==> src/rtl/uart_tx_arb.sv <==
// Two-requester round-robin arbiter feeding a single UART sender.
// It grants one frame, pulses send_en, then tracks tx_busy with a bounded wait.
module uart_tx_arb #(
    parameter int DATA_W   = 128,
    parameter int BUSY_TMO = 16
) (
    input  logic              sys_clk,
    input  logic              sys_rst_n,
    input  logic              req0,
    input  logic [DATA_W-1:0] data0,
    output logic              ack0,
    input  logic              req1,
    input  logic [DATA_W-1:0] data1,
    output logic              ack1,
    input  logic              tx_busy,
    output logic              send_en,
    output logic [DATA_W-1:0] send_data,
    output logic              grant_id,
    output logic              tmo_err
);

    localparam int CNT_W = $clog2(BUSY_TMO + 1);
    localparam logic [CNT_W-1:0] TMO_VAL = CNT_W'(BUSY_TMO);

    localparam logic [1:0] IDLE      = 2'd0;
    localparam logic [1:0] LAUNCH    = 2'd1;
    localparam logic [1:0] WAIT_BUSY = 2'd2;
    localparam logic [1:0] WAIT_DONE = 2'd3;

    logic [1:0]       state;
    logic [CNT_W-1:0] cnt;
    logic [CNT_W-1:0] cnt_nxt;
    logic             winner;

    // On a tie the requester that did not win last time goes next.
    always_comb begin
        winner  = (req0 && req1) ? ~grant_id : req1;
        cnt_nxt = (cnt == TMO_VAL) ? cnt : cnt + 1'b1;
    end

    always_ff @(posedge sys_clk or negedge sys_rst_n) begin
        if (!sys_rst_n) begin
            state     <= IDLE;
            cnt       <= '0;
            ack0      <= 1'b0;
            ack1      <= 1'b0;
            send_en   <= 1'b0;
            send_data <= '0;
            grant_id  <= 1'b1;
            tmo_err   <= 1'b0;
        end else begin
            ack0    <= 1'b0;
            ack1    <= 1'b0;
            send_en <= 1'b0;
            tmo_err <= 1'b0;
            case (state)
                IDLE: begin
                    if ((req0 || req1) && !tx_busy) begin
                        grant_id  <= winner;
                        send_data <= winner ? data1 : data0;
                        ack0      <= ~winner;
                        ack1      <= winner;
                        state     <= LAUNCH;
                    end
                end
                LAUNCH: begin
                    send_en <= 1'b1;
                    cnt     <= '0;
                    state   <= WAIT_BUSY;
                end
                WAIT_BUSY: begin
                    cnt <= cnt_nxt;
                    if (tx_busy) begin
                        state <= WAIT_DONE;
                    end else if (cnt_nxt == TMO_VAL) begin
                        // Sender never answered: give up and let the next frame through.
                        tmo_err <= 1'b1;
                        state   <= IDLE;
                    end
                end
                WAIT_DONE: begin
                    if (!tx_busy) state <= IDLE;
                end
                default: state <= IDLE;
            endcase
        end
    end

endmodule

==> config.mk <==
export PLATFORM = sky130hd
export DESIGN_NAME = uart_tx_arb
export DESIGN_NICKNAME = d
export VERILOG_FILES = /design/src/rtl/uart_tx_arb.sv
export SDC_FILE = /design/constraint.sdc
export NUM_CORES = 1
export LEC_CHECK = 0
export CAP_MARGIN = 20
export CELL_PAD_IN_SITES_DETAIL_PLACEMENT = 0
export CELL_PAD_IN_SITES_GLOBAL_PLACEMENT = 1
export CORE_ASPECT_RATIO = 0.8
export CORE_MARGIN = 3
export CORE_UTILIZATION = 27
export DETAILED_ROUTE_END_ITERATION = 8
export PLACE_DENSITY = 0.86
export SYNTH_ARGS = -nofsm -noshare
export SYNTH_HDL_FRONTEND = slang
export SYNTH_SLANG_ARGS = --single-unit
==> constraint.sdc <==
create_clock -name sys_clk -period 2.1 [get_ports sys_clk]
set_input_delay 0.315 -clock sys_clk [delete_from_list [all_inputs] [get_ports sys_clk]]
set_output_delay 0.315 -clock sys_clk [all_outputs]
set_load 0.05 [all_outputs]
# After elaboration in Yosys (flattened, before gate mapping)
# Index checks and enable logic that the tools add are counted.
dict set report word_totals {
  reg_bits 140
  latchBits 0
  ram_bits 0
  mem_bits_ro 0
  in_bits 261
  out_inout_bits 133
  elab_cells 44
  mem_count 0
}
dict set report op_classes {
  n_addsub 1
  multipliers 0
  div_mod_pow 0
  magnitude_cmp 0
  eq_ne 8
  n_shift 0
  n_mux 17
  bitwise 2
  n_reduce_logical 8
}
# cell count
set op_table {}
lappend op_table {{two-way mux 128 bit} 1}
lappend op_table {{equality test 5 bit, second input constant} 2}
lappend op_table {{case mux 5 bit (2 select lines)} 1}
lappend op_table {{two-way mux 1 bit} 9}
lappend op_table {{two-way mux 2 bit} 4}
lappend op_table {{case mux 2 bit (4 select lines)} 1}
lappend op_table {{adder 5 x 1 -> 5 bit, second input constant} 1}
lappend op_table {{two-way mux 5 bit} 1}
lappend op_table {{equality test 2 bit, second input constant} 2}
lappend op_table {{!= test 2 bit, second input constant} 2}
lappend op_table {{!= test 3 bit, second input constant} 1}
lappend op_table {{AND reduction 3 bit} 1}
lappend op_table {{equality test 2 x 1 -> 1 bit, second input constant} 1}
lappend op_table {{logical AND 1 bit} 2}
lappend op_table {{logical NOT 2 bit} 1}
lappend op_table {{NOT 1 bit} 2}
lappend op_table {{AND reduction 2 bit} 1}
lappend op_table {{nonzero test 2 bit} 1}
lappend op_table {{logical NOT 1 bit} 1}
lappend op_table {{logical OR 1 bit} 1}

# Longest topological paths before layout
# Gate-level depths: netlist of run 1.
dict set report depth {
  word_depth 6
  depth_mapped 8
  mapped_depth_nobuf 7
}

# Worst setup path after synthesis of run 1
# Ideal clock, no wire load.
dict set report synth_timing {
  path_type {register to register}
  start {register cnt[0]}
  end {register state[1]}
  setup_ps 126
  arrival_ps 1694
  required_ps 1974
  setup_slack_ps 280
  path_stages_with_launch 8
  n_path_buf 0
  period_less_slack_ps 1820
  path_cell_list {dfrtp_1 -> inv_1 -> ha_1 -> nor3b_1 -> nor4_1 -> a211o_1 -> and2_1 -> o311a_1}
}
dict set report synth_between {
  elab_chain_cells 5
  elab_cells_between_ends 6
  classes_between {add/sub (1); eq/ne (3); mux (1); reduce/logical (1)}
}
# item line
set synth_rtl {}
lappend synth_rtl {{start: declaration} 31} ;# logic [CNT_W-1:0] cnt;
lappend synth_rtl {{start signal: assignment} 72} ;# cnt <= cnt_nxt;
lappend synth_rtl {{adder 5 x 1 -> 5 bit / equality test 5 bit (equally long branches)} 38} ;# cnt_nxt = (cnt == TMO_VAL) ? cnt : cnt + 1'b1;
lappend synth_rtl {{two-way mux 5 bit (*)} 38}
lappend synth_rtl {{equality test 5 bit (*)} 75} ;# end else if (cnt_nxt == TMO_VAL) begin
lappend synth_rtl {{!= test 3 bit (no source line) (*)} -}
lappend synth_rtl {{AND reduction 3 bit (no source line) (*)} -}
lappend synth_rtl {{end signal: assignment} 43} ;# state <= IDLE;
lappend synth_rtl {{end signal: assignment} 74} ;# state <= WAIT_DONE;
lappend synth_rtl {{end signal: assignment} 78} ;# state <= IDLE;
lappend synth_rtl {{end: declaration} 30} ;# logic [1:0] state;
# Mark *: on every way between the ends. The rest lies on a longest branch, timed or not.
# A chain may end at the register's enable or synchronous reset.

# Worst setup path after layout of run 1
dict set report layout_timing {
  start {register send_data[77]}
  end {output send_data[77]}
}
# item line
set layout_lines {}
lappend layout_lines {{start: declaration} 17} ;# output logic [DATA_W-1:0] send_data,
lappend layout_lines {{start signal: assignment} 60} ;# send_data <= winner ? data1 : data0;
# No word-level cell between the ends.

==> results of run 1 <==
==> how the worst min path moves through the flow <==
stage                         start            end  slack [ns]
after floorplan           sys_rst_n           ack0        0.02
after global placement    sys_rst_n  send_data[97]        0.27
after detailed placement  sys_rst_n  send_data[92]        0.27
after CTS                 sys_rst_n  send_data[92]        0.38
after global routing      sys_rst_n  send_data[95]        0.39
final                     sys_rst_n  send_data[92]        0.39
==> repair_timing <==
action,4_1_cts,5_1_grt
hold endpoints to repair,39,0
pin swaps,0,0
hold buffers,1,0
resized for setup,1,1
setup endpoints to repair,1,1
==> synthesized netlist by cell type (all sizes together), types with 3 or more instances <==
| cell type | count |
|---|---|
| and3 | 3 |
| clkbuf | 14 |
| ha | 6 |
| inv | 7 |
| o21ai | 135 |
| nand2 | 135 |
| buf | 29 |
| nand3 | 5 |
| nor2 | 10 |
| mux2i | 128 |
| dfrtp | 139 |
| a211oi | 4 |
==> cells in the final DEF, fill, tap and decap left out, drive strengths merged, types with 2 or more instances in the layout <==
cell type	n
nand3	5
clkdlybuf4s50	390
o21ai	135
ha	6
buf	37
clkinvlp	5
clkbuf	20
nand2	135
dfrtp	139
and3	3
nor2	10
bufinv	2
mux2i	128
inv	11
a211oi	4
==> registers in the layout (all words and copies together), names as in the netlist <==
signal,cells
send_data,128
cnt,5
state,2
ack0,1
ack1,1
grant_id,1
send_en,1
tmo_err,1
==> metrics by stage <==
step | utilization | total power (W) | hold slack, ns | worst slack, ns | cell area [µm²]
4_1_cts | 0.493 | 0.0173 | 0.379 | 0.0953 | 11700
3_3_place_gp | 0.469 | 0.0141 | 0.269 | 0.114 | 11100
6_report | 0.494 | 0.0171 | 0.392 | 0.140 | 11700
2_1_floorplan | - | 0.0104 | 0.0194 | 0.280 | 6560
5_1_grt | 0.494 | 0.0180 | 0.392 | 0.0205 | 11700
3_5_place_dp | 0.469 | 0.0142 | 0.266 | 0.0530 | 11100
==> final cells by class <==
class | count | area, µm² | area share
multi-input combinational | 443 | 2830 | 0.242
timing repair buffer | 429 | 4350 | 0.373
sequential | 140 | 3500 | 0.300
clock buffer | 20 | 437 | 0.0374
clock inverter | 12 | 138 | 0.0118
inverter | 7 | 26.3 | 0.00225
tap | 312 | 390 | 0.0334
==> per-layer routing <==
metal / track usage / vias up / part of all wire
li1: - / 2997 / -
met2: 0.278 / 233 / 0.49
met1: 0.204 / 2759 / 0.42
met3: 0.0550 / 18 / 0.073
met4: 0.0422 / 0 / 0.013
met5: 0 / - / 0
==> power by group <==
| group | switching, W | total [W] | internal (W) |
|---|---|---|---|
| registers | 0.000674 | 0.00456 | 0.00389 |
| clock network | 0.00122 | 0.00298 | 0.00176 |
| logic | 0.00617 | 0.00953 | 0.00335 |
| total | 0.00807 | 0.0171 | 0.00901 |
==> cells by family (layout without fill, tap and decap cells) <==
kind of cell / count (synthesis) / count (layout) / synth area share
multiplexers: 128 / 128 / 0.195
AND/OR/NAND/NOR: 158 / 158 / 0.0985
buffers and inverters: 50 / 468 / 0.0380
adder cells (fa/ha/maj): 6 / 6 / 0.0115
flip-flops: 140 / 140 / 0.535
AO/OA/AOI/OAI: 149 / 149 / 0.119
XOR/XNOR: 2 / 2 / 0.00267
==> PnR_summary.wiki, run 1 <==
{| class="wikitable"
! Metric !! Value
|-
| Fill cell total of the finished layout || 2181
|-
| Cell count after placement || 1330
|-
| Crit path capture type || output pin
|-
| Clock Latency Late Sink || 0.42 ns
|-
| Number of cells traversed by the worst register-to-register path || 7
|-
| DRT antenna net count || 0
|-
| Syn Std Cell Area || 6560 µm²
|-
| P per Cell Area || 1460 nW/µm²
|-
| Final-stage net count || 1305
|-
| Status || finished, final reports clean
|-
| Post-route setup TNS || 0 ns
|-
| Max transition margin || 0.609
|-
| Total GRT Usage || 0.165
|-
| Number of stages on the worst setup path || 1
|-
| Cell leakage power || 5.17 nW
|-
| Required @ worst endpoint || 1.78 ns
|-
| Maximum clock rate || 0.510 GHz
|-
| Cell Chain, Critical Path || clkdlybuf4s50_1
|-
| Iteration count of the initial detailed-routing pass || 4
|-
| Area fraction of the dominant cell type after synthesis || 0.531
|-
| Area growth from synthesis to final layout || 78.1%
|-
| Maximum number of pins on one net before global-route repair || 53
|-
| Min Tclk post-route || 1.96 ns
|-
| Worst Setup SP || send_data[77]
|-
| Kind of cell adding the most delay to the critical path || buffers and inverters
|-
| CTS H-tree lvls || 4
|-
| Setup violation total in the final timing report || 0
|-
| Ratio of cells with drive above 1 in the final layout || 0.0695
|-
| Distinct cells, synth || 33
|-
| Residual DRC count || 0
|-
| # port buffers || 393
|-
| Type of the worst setup path || flop to output pin
|-
| Post-detail-place hpwl || 17200 µm
|-
| Fraction of registers with async set/reset || 1.00
|-
| Critical path startpoint category || flop
|-
| Initial antenna violation count || 0
|-
| Via count of the first global-routing pass || 6194
|-
| First-iteration detailed-routing DRC count || 230
|-
| Worst-path fanout max || 2
|-
| Setup slack of the worst register-to-register path || 0.16 ns
|-
| Height of the die || 145 µm
|-
| Final max-slew violation count || 0
|-
| Total nets after synthesis || 900
|-
| IR Drop Worst-Case VDD || 0.624 mV
|-
| Global-route wire length before repair || 34500 µm
|-
| DR WL/cell || 16.0 µm
|-
| Area of the placeable core || 23600 µm²
|-
| Arrival time of data at the critical path endpoint || 1.65 ns
|-
| Clock tree from TritonCTS || built
|-
| Most common flop cell mapped by yosys || sky130_fd_sc_hd__dfrtp_1
|-
| Row cnt || 50
|-
| Fraction of the cycle the final worst path needs || 0.933
|-
| Routed vias || 6007
|-
| Slowest CP cell || sky130_fd_sc_hd__clkdlybuf4s50_1
|-
| Total I/O pin count || 394
|-
| Post-DR vias/cell || 4.41
|-
| Inserted Diodes || 0
|-
| Total buffers and inverters traversed by the critical path || 1
|-
| Clock Sinks || 140
|-
| Mapped Avg Cell Area || 10.4 µm²
|-
| Cts bufs inserted || 17
|-
| Die ar. || 26200 µm²
|-
| Endpoints failing hold || 0
|-
| Count of placed standard cells in the final layout, fillers left out || 1363
|-
| Die width || 180 µm
|-
| Worst min path class || input port to asynchronous set/reset pin
|-
| Startpoint of the worst-slack reg-to-reg timing path || cnt[0]
|-
| Sequential-to-total area share from yosys stat || 0.535
|-
| Final setup skew || 0.0194 ns
|-
| Delay contributed by the slowest stage of the critical path || 0.87 ns
|-
| Capture instance of the worst register-to-register path || state[1]
|-
| Dominant cells by area after synthesis || sky130_fd_sc_hd__dfrtp_1 53%, sky130_fd_sc_hd__mux2i_1 20%, sky130_fd_sc_hd__o21ai_0 10%
|-
| Post-synthesis cell count || 633
|-
| Clock root cell || sky130_fd_sc_hd__clkbuf_16
|-
| Setup repair after global routing missed its margin || false
|-
| Synth area leader || sky130_fd_sc_hd__dfrtp_1
|-
| Starting density of the core || 0.277
|-
| Actual transition at the worst max-transition pin || 0.585 ns
|-
| Overflow left after global routing || 0
|-
| Post-synth EDFFs || 0
|-
| Clock edge transition at the registers on the reported setup and hold paths || 0.06 ns
|-
| CP Capture Point || send_data[77]
|-
| Clk buf depth || 2
|-
| Max Cap Viol || 0
|-
| Count of yosys warnings during synthesis || 0
|-
| Gp weighted congestion || 0.809
|-
| Buffers inserted during post-CTS setup optimization || 0
|-
| Total Routed Length || 21900 µm
|-
| Count of state elements after synthesis || 140
|}
No activity file was read; power rests on OpenSTA's default activity.
==> inputs of run 2 (changes only) <==
--- a/config.mk
+++ b/config.mk
@@ -11,6 +11,7 @@
 export CORE_ASPECT_RATIO = 0.8
 export CORE_MARGIN = 3
 export CORE_UTILIZATION = 27
+export CTS_CLUSTER_DIAMETER = 80
 export DETAILED_ROUTE_END_ITERATION = 8
 export PLACE_DENSITY = 0.86
 export SYNTH_ARGS = -nofsm -noshare
==> results of run 2 <==
No change in the layout: final DEF, timing and power equal those of run 1.
